### src/rtl/pe_network_interface_if.sv
// Router-facing link of the PE network interface: injection toward the
// router with valid/ready, ejection from the router with valid only.
interface pe_network_interface_if #(
    parameter int COORD_BITS = 1,
    parameter int DATA_WIDTH = 32
);
    localparam int PKT_W = 2 * COORD_BITS + DATA_WIDTH;

    logic [PKT_W-1:0] pe_out_packet;
    logic             pe_out_valid;
    logic             pe_out_ready;
    logic [PKT_W-1:0] pe_in_packet;
    logic             pe_in_valid;

    modport master (
        output pe_out_packet,
        output pe_out_valid,
        input  pe_out_ready,
        input  pe_in_packet,
        input  pe_in_valid
    );

    modport slave (
        input  pe_out_packet,
        input  pe_out_valid,
        output pe_out_ready,
        output pe_in_packet,
        output pe_in_valid
    );
endinterface

### src/rtl/pe_network_interface.sv
// PE network interface: tags CPU words with a destination and queues them
// toward the router; queues router words back to the CPU once armed.
module pe_network_interface #(
    parameter int COORD_BITS = 1,
    parameter int DATA_WIDTH = 32,
    parameter int FIFO_DEPTH = 4
) (
    input  logic                  clk,
    input  logic                  reset_n,
    input  logic [COORD_BITS-1:0] x_coord_in,
    input  logic                  x_coord_valid,
    input  logic [COORD_BITS-1:0] y_coord_in,
    input  logic                  y_coord_valid,
    input  logic [DATA_WIDTH-1:0] cpu_msg_in,
    input  logic                  cpu_msg_valid,
    input  logic                  packet_complete,
    pe_network_interface_if.master noc,
    output logic [DATA_WIDTH-1:0] cpu_msg_out,
    output logic                  cpu_msg_avail,
    input  logic                  cpu_msg_read,
    input  logic                  cpu_rx_ready,
    output logic                  tx_full,
    output logic                  tx_dropped,
    output logic                  rx_dropped
);
    localparam int PKT_W = 2 * COORD_BITS + DATA_WIDTH;
    localparam int PTR_W = (FIFO_DEPTH > 1) ? $clog2(FIFO_DEPTH) : 1;
    localparam int CNT_W = PTR_W + 1;
    localparam logic [CNT_W-1:0] FULL_CNT = CNT_W'(FIFO_DEPTH);

    typedef enum logic {IDLE, ARMED} tx_state_t;

    tx_state_t             state;
    logic [COORD_BITS-1:0] dest_x;
    logic [COORD_BITS-1:0] dest_y;
    logic                  x_set;
    logic                  y_set;

    logic [PKT_W-1:0]      tx_mem [FIFO_DEPTH];
    logic [PTR_W-1:0]      tx_wr;
    logic [PTR_W-1:0]      tx_rd;
    logic [CNT_W-1:0]      tx_cnt;
    logic                  tx_push;
    logic                  tx_pop;

    logic [DATA_WIDTH-1:0] rx_mem [FIFO_DEPTH];
    logic [PTR_W-1:0]      rx_wr;
    logic [PTR_W-1:0]      rx_rd;
    logic [CNT_W-1:0]      rx_cnt;
    logic                  rx_full;
    logic                  rx_push;
    logic                  rx_pop;
    logic                  rx_armed;

    logic                  unused_in_hdr;

    assign unused_in_hdr = ^noc.pe_in_packet[PKT_W-1:DATA_WIDTH];

    // A full FIFO still accepts a push when its head leaves in the same cycle
    assign tx_full  = (tx_cnt == FULL_CNT);
    assign tx_pop   = (tx_cnt != '0) && noc.pe_out_ready;
    assign tx_push  = cpu_msg_valid && (state == ARMED) && (!tx_full || tx_pop);

    assign rx_full  = (rx_cnt == FULL_CNT);
    assign rx_pop   = (rx_cnt != '0) && cpu_msg_read;
    assign rx_push  = noc.pe_in_valid && rx_armed && (!rx_full || rx_pop);

    assign noc.pe_out_valid  = (tx_cnt != '0);
    assign noc.pe_out_packet = (tx_cnt != '0) ? tx_mem[tx_rd] : '0;
    assign cpu_msg_avail     = (rx_cnt != '0);
    assign cpu_msg_out       = (rx_cnt != '0) ? rx_mem[rx_rd] : '0;

    always_ff @(posedge clk) begin
        if (!reset_n) begin
            state      <= IDLE;
            dest_x     <= '0;
            dest_y     <= '0;
            x_set      <= 1'b0;
            y_set      <= 1'b0;
            tx_dropped <= 1'b0;
        end else begin
            if (x_coord_valid) dest_x <= x_coord_in;
            if (y_coord_valid) dest_y <= y_coord_in;
            x_set <= x_set | x_coord_valid;
            y_set <= y_set | y_coord_valid;
            unique case (state)
                IDLE: begin
                    if (x_set && y_set) state <= ARMED;
                end
                ARMED: begin
                    // A coordinate written with the end pulse starts the next packet
                    if (packet_complete) begin
                        state <= IDLE;
                        x_set <= x_coord_valid;
                        y_set <= y_coord_valid;
                    end
                end
            endcase
            if (cpu_msg_valid && !tx_push) tx_dropped <= 1'b1;
        end
    end

    always_ff @(posedge clk) begin
        if (!reset_n) begin
            tx_wr  <= '0;
            tx_rd  <= '0;
            tx_cnt <= '0;
        end else begin
            if (tx_push) tx_wr <= tx_wr + 1'b1;
            if (tx_pop)  tx_rd <= tx_rd + 1'b1;
            case ({tx_push, tx_pop})
                2'b10:   tx_cnt <= tx_cnt + 1'b1;
                2'b01:   tx_cnt <= tx_cnt - 1'b1;
                default: tx_cnt <= tx_cnt;
            endcase
        end
    end

    always_ff @(posedge clk) begin
        if (tx_push) tx_mem[tx_wr] <= {dest_x, dest_y, cpu_msg_in};
    end

    always_ff @(posedge clk) begin
        if (!reset_n) begin
            rx_armed   <= 1'b0;
            rx_dropped <= 1'b0;
            rx_wr      <= '0;
            rx_rd      <= '0;
            rx_cnt     <= '0;
        end else begin
            if (cpu_rx_ready) rx_armed <= 1'b1;
            if (noc.pe_in_valid && !rx_push) rx_dropped <= 1'b1;
            if (rx_push) rx_wr <= rx_wr + 1'b1;
            if (rx_pop)  rx_rd <= rx_rd + 1'b1;
            case ({rx_push, rx_pop})
                2'b10:   rx_cnt <= rx_cnt + 1'b1;
                2'b01:   rx_cnt <= rx_cnt - 1'b1;
                default: rx_cnt <= rx_cnt;
            endcase
        end
    end

    always_ff @(posedge clk) begin
        if (rx_push) rx_mem[rx_wr] <= noc.pe_in_packet[DATA_WIDTH-1:0];
    end

endmodule

### src/flat_wrapper.sv
// flat-port wrapper written by rule: the top's interface ports become plain ports
module pe_network_interface_flat 
#(
    parameter int COORD_BITS = 1,
    parameter int DATA_WIDTH = 32,
    parameter int FIFO_DEPTH = 4
)
  (clk, reset_n, x_coord_in, x_coord_valid, y_coord_in, y_coord_valid, cpu_msg_in, cpu_msg_valid, packet_complete, cpu_msg_out, cpu_msg_avail, cpu_msg_read, cpu_rx_ready, tx_full, tx_dropped, rx_dropped, noc_pe_out_packet, noc_pe_out_valid, noc_pe_out_ready, noc_pe_in_packet, noc_pe_in_valid);
  pe_network_interface_if #(.COORD_BITS(COORD_BITS), .DATA_WIDTH(DATA_WIDTH)) noc_i ();
  input  logic clk;
  input  logic reset_n;
  input  logic [COORD_BITS-1:0] x_coord_in;
  input  logic x_coord_valid;
  input  logic [COORD_BITS-1:0] y_coord_in;
  input  logic y_coord_valid;
  input  logic [DATA_WIDTH-1:0] cpu_msg_in;
  input  logic cpu_msg_valid;
  input  logic packet_complete;
  output logic [DATA_WIDTH-1:0] cpu_msg_out;
  output logic cpu_msg_avail;
  input  logic cpu_msg_read;
  input  logic cpu_rx_ready;
  output logic tx_full;
  output logic tx_dropped;
  output logic rx_dropped;
  output wire logic [$bits(noc_i.pe_out_packet)-1:0] noc_pe_out_packet;
  output wire logic [$bits(noc_i.pe_out_valid)-1:0] noc_pe_out_valid;
  input wire logic [$bits(noc_i.pe_out_ready)-1:0] noc_pe_out_ready;
  input wire logic [$bits(noc_i.pe_in_packet)-1:0] noc_pe_in_packet;
  input wire logic [$bits(noc_i.pe_in_valid)-1:0] noc_pe_in_valid;
  assign noc_pe_out_packet = noc_i.pe_out_packet;
  assign noc_pe_out_valid = noc_i.pe_out_valid;
  assign noc_i.pe_out_ready = noc_pe_out_ready;
  assign noc_i.pe_in_packet = noc_pe_in_packet;
  assign noc_i.pe_in_valid = noc_pe_in_valid;
  pe_network_interface #(.COORD_BITS(COORD_BITS), .DATA_WIDTH(DATA_WIDTH), .FIFO_DEPTH(FIFO_DEPTH)) u_core (.clk(clk), .reset_n(reset_n), .x_coord_in(x_coord_in), .x_coord_valid(x_coord_valid), .y_coord_in(y_coord_in), .y_coord_valid(y_coord_valid), .cpu_msg_in(cpu_msg_in), .cpu_msg_valid(cpu_msg_valid), .packet_complete(packet_complete), .noc(noc_i), .cpu_msg_out(cpu_msg_out), .cpu_msg_avail(cpu_msg_avail), .cpu_msg_read(cpu_msg_read), .cpu_rx_ready(cpu_rx_ready), .tx_full(tx_full), .tx_dropped(tx_dropped), .rx_dropped(rx_dropped));
endmodule
### config.mk
export PLATFORM = sky130hd
export DESIGN_NAME = pe_network_interface_flat
export DESIGN_NICKNAME = d
export VERILOG_FILES = /design/src/rtl/pe_network_interface_if.sv /design/src/rtl/pe_network_interface.sv /design/src/flat_wrapper.sv
export SDC_FILE = /design/constraint.sdc
export NUM_CORES = 1
export LEC_CHECK = 0
export ABC_AREA = 1
export CAP_MARGIN = 20
export CORE_ASPECT_RATIO = 0.7
export CORE_MARGIN = 1
export CORE_UTILIZATION = 59
export CTS_CLUSTER_DIAMETER = 150
export DETAILED_ROUTE_END_ITERATION = 10
export PLACE_DENSITY = 0.91
export SYNTH_ARGS = -nofsm -noshare
export SYNTH_HDL_FRONTEND = slang
export SYNTH_SLANG_ARGS = --single-unit
### constraint.sdc
create_clock -name clk -period 9.1 [get_ports clk]
set_input_delay 2.275 -clock clk [delete_from_list [all_inputs] [get_ports clk]]
set_output_delay 2.275 -clock clk [all_outputs]
set_load 0.005 [all_outputs]
Word-level counts from Yosys, hierarchy flattened

Memories as Yosys holds them, arrays and structs flattened. A register that Yosys moved wholly into a read port is not among the register bits.
Cells that the tools add are included.

Flip-flop bits (word level): 22
Latch bits: 0
RAM bits: 264
ROM bits: 0
Input bits: 78
Output and inout bits: 71
Word-level logic and storage cells: 71
Memories: 2

Add/subtract/negate cells: 8
Multipliers: 0
Divide/modulo/power cells: 0
$lt $le $gt $ge: 0
Equality and inequality tests: 6
Shift-type cells: 0
Muxes and demuxes: 19
Bitwise gates (word level): 3
Reductions and logical operators: 19

Memory list:

| name          | words | bits a word | rd ports | clocked after Yosys merged registers in | wr ports | RTL line                   | RTL |
|---|---|---|---|---|---|---|---|
| u_core.tx_mem | 4     | 34          | 1        | 1                                       | 1        | pe_network_interface.sv:39 | `logic [PKT_W-1:0] tx_mem [FIFO_DEPTH];` |
| u_core.rx_mem | 4     | 32          | 1        | 1                                       | 1        | pe_network_interface.sv:46 | `logic [DATA_WIDTH-1:0] rx_mem [FIFO_DEPTH];` |

Operators with widths:

| cell                  | count |
|---|---|
| $mux W34              | 1 |
| $mux W32              | 1 |
| $pmux W3 S2           | 2 |
| $mux W1               | 10 |
| $logic_and A1 B1 Y1   | 9 |
| $add A2 B1 Y2 const B | 4 |
| $mux W2               | 4 |
| $add A3 B1 Y3 const B | 2 |
| $eq A3 B3 Y1 const B  | 2 |
| $reduce_bool A3 Y1    | 2 |
| $sub A3 B1 Y3 const B | 2 |
| $eq A2 B1 Y1 const B  | 2 |
| $eq A2 B2 Y1 const B  | 2 |
| $logic_not A1 Y1      | 4 |
| $reduce_bool A2 Y1    | 2 |
| $logic_or A1 B1 Y1    | 2 |
| $or A1 B1 Y1          | 2 |
| $pmux W1 S2           | 1 |
| $not A1 Y1            | 1 |

Logic depth before layout (Yosys ltp)

Gate-level depths: netlist (run 1).

Word-level depth: 6
Gate-level depth with buffers: 12
Depth with buffers taken out: 12

Least setup slack after synthesis (run 1)

No wires, ideal clock.

Path kind: input -> register
Start: in noc_pe_out_ready
End: mem u_core.tx_mem[0][0] (netlist bit), enable pin
Arrival: 3.999 ns
Required time: 8.675 ns
Slack: 4.676 ns
Stages on the path: 4
Buffers on the path: 0
Cells stage by stage: inv_1 -> nand3_1 -> nand2_1 -> nor2_1

Cells in the longest elaborated chain, start to end: 5

Ends and longest elaborated chain:

| item                          | RTL line                    | RTL |
|---|---|---|
| start, declared               | flat_wrapper.sv:28          | `input wire logic [$bits(noc_i.pe_out_ready)-1:0] noc_pe_out_ready;` |
| $logic_and A1 B1 Y1           | pe_network_interface.sv:61  | `assign tx_pop = (tx_cnt != '0) && noc.pe_out_ready;` |
| $logic_or A1 B1 Y1            | pe_network_interface.sv:62  | `assign tx_push = cpu_msg_valid && (state == ARMED) && (!tx_full \|\| tx_pop);` |
| $logic_and A1 B1 Y1           | pe_network_interface.sv:62  |  |
| $mux W1                       | pe_network_interface.sv:120 | `if (tx_push) tx_mem[tx_wr] <= {dest_x, dest_y, cpu_msg_in};` |
| $mux W1 (not written as such) | pe_network_interface.sv:120 |  |
| end, declared                 | pe_network_interface.sv:39  |  |

No other way between the ends.

==> reports/results.tsv, run 1 <==
stage	metric	value	unit
status	status	finished, final reports clean	
synth	synthesized area	11500	sq um
power	Comb pwr share	0.274	
clocking	Root Driver	clkbuf_16	
power	Final Power	3.57	mW
worst_setup_path	worst path required time	6830	ps
min_path	min-delay src	u_core.rx_dropped	
finish	Layout Cells excl Fill	1381	
clocking	CTS Hold Bufs	0	
grt	grt ovf	0	
power	power per cell area	253	nW/um^2
finish	Area Overhead vs Synth	22.3	%
clocking	Post-CTS Setup Repair Bufs	0	
placement	global placer's final weighted congestion	0.761	
finish	fin nets	1187	
grt	gr usage total	0.242	
synth	Post-Syn Nets	1046	
drt	met3 wire len	1480	um
sta	worst relative slew slack	0.504	
floorplan	Std-Cell Rows	42	
worst_setup_path	critical path, cell by cell	buf_4 -> inv_1 -> buf_16 -> nor2_1 -> o21ai_0 -> a21oi_1 -> clkdlybuf4s50_1	
worst_setup_path	WP data arrival	2950	ps
finish	diode count	0	
drt	post-route ant nets	0	
drt	final WL	24100	um
worst_setup_path	Worst path max stage delay	520	ps
floorplan	Die Area	20100	sq um
sta	period utilization	0.574	
clocking	Sink Count	290	
floorplan	Die Span Y	119	um
clocking	Clock Pin Slew Worst Setup and Hold Paths	60	ps
synth	count of cell types in the netlist	25	
drt	Pre-antenna DRT Iters	6	
synth	Post-synth top cells	nor2_1 (293), edfxtp_1 (264), o21ai_0 (81)	
drt	met2 WL	12000	um
worst_setup_path	reg-to-reg startpoint	u_core.tx_cnt[0]	
synth	Post-Synthesis Cells	956	
worst_setup_path	Worst setup SP type	flop	
drt	DR top layer	met4	
synth	#FFs+latches synth	290	
power	Pint	2.56	mW
sta	Final setup viols	0	
worst_setup_path	crit end category	output port	
floorplan	die width	169	um
synth	dominant cell by count in the synthesized netlist	nor2_1	
worst_setup_path	CP max stage cell	clkdlybuf4s50_1	
finish	share of cells above drive strength 1	0.0591	
power	Flop pwr share	0.423	
synth	number of synthesized flops with an enable pin	264	
floorplan	Core ar.	19000	sq um
grt	first-pass GRT wire length	37700	um
drt	vias per cell	5.48	
grt	antenna violations before repair	0	
drt	DRT iter0 DRCs	938	
clocking	htree depth	1	
sta	clk_skew	20.8	ps
run	Max Cap Viol	0	
power	Switching Power	1.01	mW
worst_setup_path	critical path class	flop to output port	
sta	Slew Limit Fails	0	
sta	min Tclk post-route	5220	ps
sta	unrepaired setup endpoints after global routing	no	
power	sw frac	0.282	
clocking	post_cts resized	0	
drt	met1 WL	10000	um
sta	Hold Vio Cnt, Final	0	
clocking	clk_lat worst skew	530	ps
min_path	Worst Hold Class	flop to flop	
power	Clock Power Share	0.303	
synth	Async SR Flop Fraction	0	
synth	Primary FF master, synth	edfxtp_1	
synth	top cells by area in the synthesized netlist	edfxtp_1 (69%), nor2_1 (9.6%), dfxtp_1 (4.5%), o21ai_0 (3.5%), a21oi_1 (3.3%)	
worst_setup_path	Reg2Reg Setup Slack	6550	ps
placement	post-DP HPWL	13700	um
placement	Post-Place Setup Slack	4260	ps
sta	Worst-Margin Slew	744	ps
sta	final setup margin	3880	ps
clocking	CTS max path bufs	3	
drt	routed wire length per instance	17.4	um
synth	post-synthesis average cell area	12.0	sq um
sta	final setup TNS	0	ps
floorplan	IO Pins	149	
clocking	CTS tree	yes	
power	maximum VDD drop	0.179	mV
clocking	total CTS buffers	27	
synth	post-synth top area cell	edfxtp_1	
drt	via count	7566	
grt	pin count of the biggest net entering global routing	70	
floorplan	initial core utilization	0.605	
synth	Synth top area share	0.689	
grt	vias in the first global route	7360	
drt	# DRC	0	
power	Leak Pwr	4.85	nW
synth	part of the Yosys area used for sequential elements	0.734	
synth	YS warnings	0	
placement	Inst Count DP	1328	
worst_setup_path	critical path peak fanout	33	
sta	Fmax	191	MHz
placement	input/output buffers	146	
==> cell type report <==
class                   count  area (sq um)
repair buffers            161          1670
multi-input cells         572          2610
inverters                  45           171
clock inverters            15           146
flip-flops and latches    290          8450
clock buffers              34           702
fillers                  1187          4950
well taps                 264           330
==> placed cells by master, fill, tap and decap left out, drive strengths merged, types with 3 or more instances in the layout <==
cell           Yosys  layout
o21ai            142     142
clkdlybuf4s50      0     146
edfxtp           264     264
nor2             293     293
bufinv             0       3
nand3              9       9
dfxtp             26      26
clkinv             2      13
ha                10      10
a21oi             77      77
inv               43      44
clkbuf            13      34
nand2             33      33
buf               36      15
==> per-layer routing <==
metal / global-route usage / vias up
li1: - / 3600
met1: 0.325 / 3608
met2: 0.409 / 311
met3: 0.0392 / 47
met4: 0.0722 / 0
met5: 0 / -
==> power groups by stage <==
stage	registers [mW]	logic [mW]	clock network (mW)
after global routing	1.51	1.07	1.15
after floorplan	1.53	0.510	0
after detailed placement	1.54	0.960	0
after global placement	1.54	0.930	0
after CTS	1.51	0.976	1.09
final	1.51	0.977	1.08
==> flip-flops by register name, summed over array words and instances, names as in the netlist, named ones only <==
register / flops
u_core.x_set: 1
u_core.rx_armed: 1
u_core.dest_x: 1
u_core.y_set: 1
u_core.tx_wr: 2
u_core.rx_dropped: 1
u_core.tx_rd: 2
u_core.dest_y: 1
u_core.state: 1
u_core.rx_cnt: 3
u_core.tx_mem: 136
u_core.rx_mem: 128
u_core.rx_wr: 2
u_core.tx_dropped: 1
u_core.rx_rd: 2
u_core.tx_cnt: 3
==> logic make-up after synthesis <==
| group | Yosys count | synth area share |
|---|---|---|
| buffers and inverters | 94 | 0.0426 |
| adders and majority gates | 12 | 0.0144 |
| and+or+nand+nor | 341 | 0.114 |
| AOI/OAI and AO/OA | 219 | 0.0953 |
| DFF | 290 | 0.734 |
==> final timing paths <==
kind / cells past startpoint / endpoint
worst max-delay path: 7 / cpu_msg_out[18]
worst min register to register: 2 / u_core.rx_dropped
worst max register to register: 11 / u_core.tx_cnt[2]
worst min-delay path: 2 / u_core.rx_dropped
==> stage by stage <==
stage                     hold slack (ps)  area, sq um  utilization
after global routing                  480        14100        0.740
after global placement                441        13100        0.688
after CTS                             458        14000        0.734
final                                 460        14100        0.740
after floorplan                       429        11500            -
after detailed placement              449        13100        0.690
==> critical path: cells and delay by family, from the launching register on <==
family | cells | cell delay [ps]
simple gates | 1 | 150
buf+inv | 4 | 1610
compound gates | 2 | 340
flops | 1 | 310
Power figures use the tool's default switching activity.
==> run 2, diff against run 1 <==
Settings changed: CORE_UTILIZATION 59 to 50, PLACE_DENSITY 0.91 to 0.83.
Clock period 9.1 ns to 4.8 ns, I/O delays scaled along.
==> run 2 against run 1 <==
  * Critical path depth shrank 2
  * Hold slack is essentially flat
  * Count of clock-buffer cells in the layout grew 5
  * Cell area is essentially flat
  * Routed wire length shrank 0.30%
  * Critical path type unchanged
  * Critical endpoint is now cpu_msg_out[13]
==> reports/results.tsv, run 2 (synthesis gave the netlist of run 1 again) <==
stage	metric	value	unit
floorplan	Std-Cell Rows	46	
drt	DRT iter0 DRCs	696	
sta	Hold Vio Cnt, Final	0	
worst_setup_path	Worst path max stage delay	720	ps
grt	vias in the first global route	7227	
placement	global placer's final weighted congestion	0.792	
worst_setup_path	CP max stage cell	clkinv_1	
drt	via count	7502	
worst_setup_path	WP data arrival	2970	ps
grt	gr usage total	0.199	
min_path	hold depth	2	
worst_setup_path	worst path required time	3600	ps
worst_setup_path	cells on worst reg2reg path	11	
grt	first-pass GRT wire length	36900	um
drt	Pre-antenna DRT Iters	5	
finish	commonest cells after routing, fill and taps aside	nor2_1 (285), edfxtp_1 (264), clkdlybuf4s50_1 (146), o21ai_0 (81), a21oi_1 (77)	
floorplan	die width	183	um
drt	vias per cell	5.24	
finish	diode count	0	
drt	post-route ant nets	0	
sta	Worst-Margin Slew	936	ps
power	Flop pwr share	0.429	
drt	met1 WL	10500	um
finish	max reg flops	136	
worst_setup_path	critical path, cell by cell	clkinv_1 -> buf_4 -> o21ai_0 -> a21oi_1 -> clkdlybuf4s50_1	
clocking	Sink Count	290	
power	maximum VDD drop	0.273	mV
status	status	finished, final reports clean	
finish	Seq. cell area	8450	sq um
drt	routed wire length per instance	16.8	um
worst_setup_path	critical path depth	5	
grt	pin count of the biggest net entering global routing	69	
sta	unrepaired setup endpoints after global routing	no	
grt	antenna violations before repair	0	
worst_setup_path	CP bufs+invs	3	
finish	top flop regs	u_core.tx_mem (136), u_core.rx_mem (128)	
grt	grt ovf	0	
sta	Final setup viols	0	
sta	Fmax	240	MHz
sta	Slew Limit Fails	0	
clocking	htree depth	1	
sta	min Tclk post-route	4170	ps
finish	Area Overhead vs Synth	22.3	%
sta	worst relative slew slack	0.372	
worst_setup_path	crit end category	output port	
drt	met2 WL	11900	um
finish	most common cell after layout, fill and taps aside	nor2_1	
clocking	total CTS buffers	28	
power	Leak Pwr	4.82	nW
clocking	post_cts resized	0	
finish	Largest Register	u_core.tx_mem	
finish	fin nets	1188	
floorplan	Die Span Y	129	um
power	Comb pwr share	0.264	
finish	Filler Cell Count	1690	
drt	final WL	24000	um
placement	post-DP HPWL	14200	um
min_path	Worst Hold Class	flop to flop	
power	Clock Power Share	0.307	
finish	area of the multi-input gates	2610	sq um
clocking	Clock Pin Slew Worst Setup and Hold Paths	60	ps
power	Final Power	6.77	mW
floorplan	IO Pins	149	
finish	share of cells above drive strength 1	0.0580	
sta	final setup TNS	0	ps
drt	DR top layer	met4	
worst_setup_path	Crit path max-delay family	buffers and inverters	
floorplan	initial core utilization	0.509	
drt	met3 wire len	1220	um
clocking	CTS Hold Bufs	0	
worst_setup_path	critical path class	flop to output port	
clocking	Post-CTS Setup Repair Bufs	0	
clocking	clk_lat worst skew	530	ps
clocking	CTS tree	yes	
sta	period utilization	0.869	
power	Switching Power	1.91	mW
clocking	Root Driver	clkbuf_16	
floorplan	Die Area	23600	sq um
floorplan	Core ar.	22600	sq um
drt	# DRC	0	
worst_setup_path	Worst setup SP type	flop	
sta	clk_skew	12.9	ps
power	power per cell area	481	nW/um^2
clocking	CTS max path bufs	3	
worst_setup_path	critical path peak fanout	35	
placement	input/output buffers	146	
power	sw frac	0.283	
run	Max Cap Viol	0	
power	Pint	4.85	mW
run 2: metrics by stage:
stage / std cells / util / hold WS, ps / instance area, sq um / worst slack, ps
finish: 1432 / 0.622 / 460 / 14100 / 631
CTS: 1432 / 0.622 / 458 / 14100 / 603
floorplan: 956 / - / 429 / 11500 / 1450
global placement: 1380 / 0.583 / 444 / 13200 / 1180
global route: 1432 / 0.622 / 472 / 14100 / 409
detailed placement: 1380 / 0.583 / 446 / 13200 / 1110
run 2: cell type report:
class                   instances  area share
inverters                      45      0.0122
clock inverters                13     0.00863
clock buffers                  39      0.0535
repair buffers                161       0.112
multi-input cells             572       0.185
well taps                     312      0.0278
flip-flops and latches        290       0.601
run 2: power groups by stage:
stage	Clock [mW]	Sequential, mW	Combinational, mW
final	2.08	2.90	1.79
after global routing	2.22	2.91	1.97
after CTS	2.12	2.90	1.80
after detailed placement	0	2.96	1.78
after global placement	0	2.95	1.74
after floorplan	0	2.91	0.967
run 2: per-layer routing:
layer,vias to the layer above,global-route usage
li1,3613,-
met1,3611,0.272
met2,243,0.338
met3,35,0.0277
met4,0,0.0525
met5,-,0
run 2: path summary, 6_finish.rpt:
path	from	to	slack (ps)
worst max-delay path	flop	cpu_msg_out[13]	630
worst min-delay path	u_core.rx_dropped	u_core.rx_dropped	460
worst max register to register	u_core.tx_cnt[0]	u_core.tx_cnt[2]	2370
worst min register to register	u_core.rx_dropped	u_core.rx_dropped	460
run 2: worst register-to-register path, cell delays in order, from the launching register on:
cell     delay (ps)
dfxtp_1         330
nor2_1          150
nand3_1         140
nand2_1         430
ha_1            260
inv_1            80
fa_1            430
or2_2           320
nand3_1          70
nand2_1          50
inv_1            40
nor2_1           30
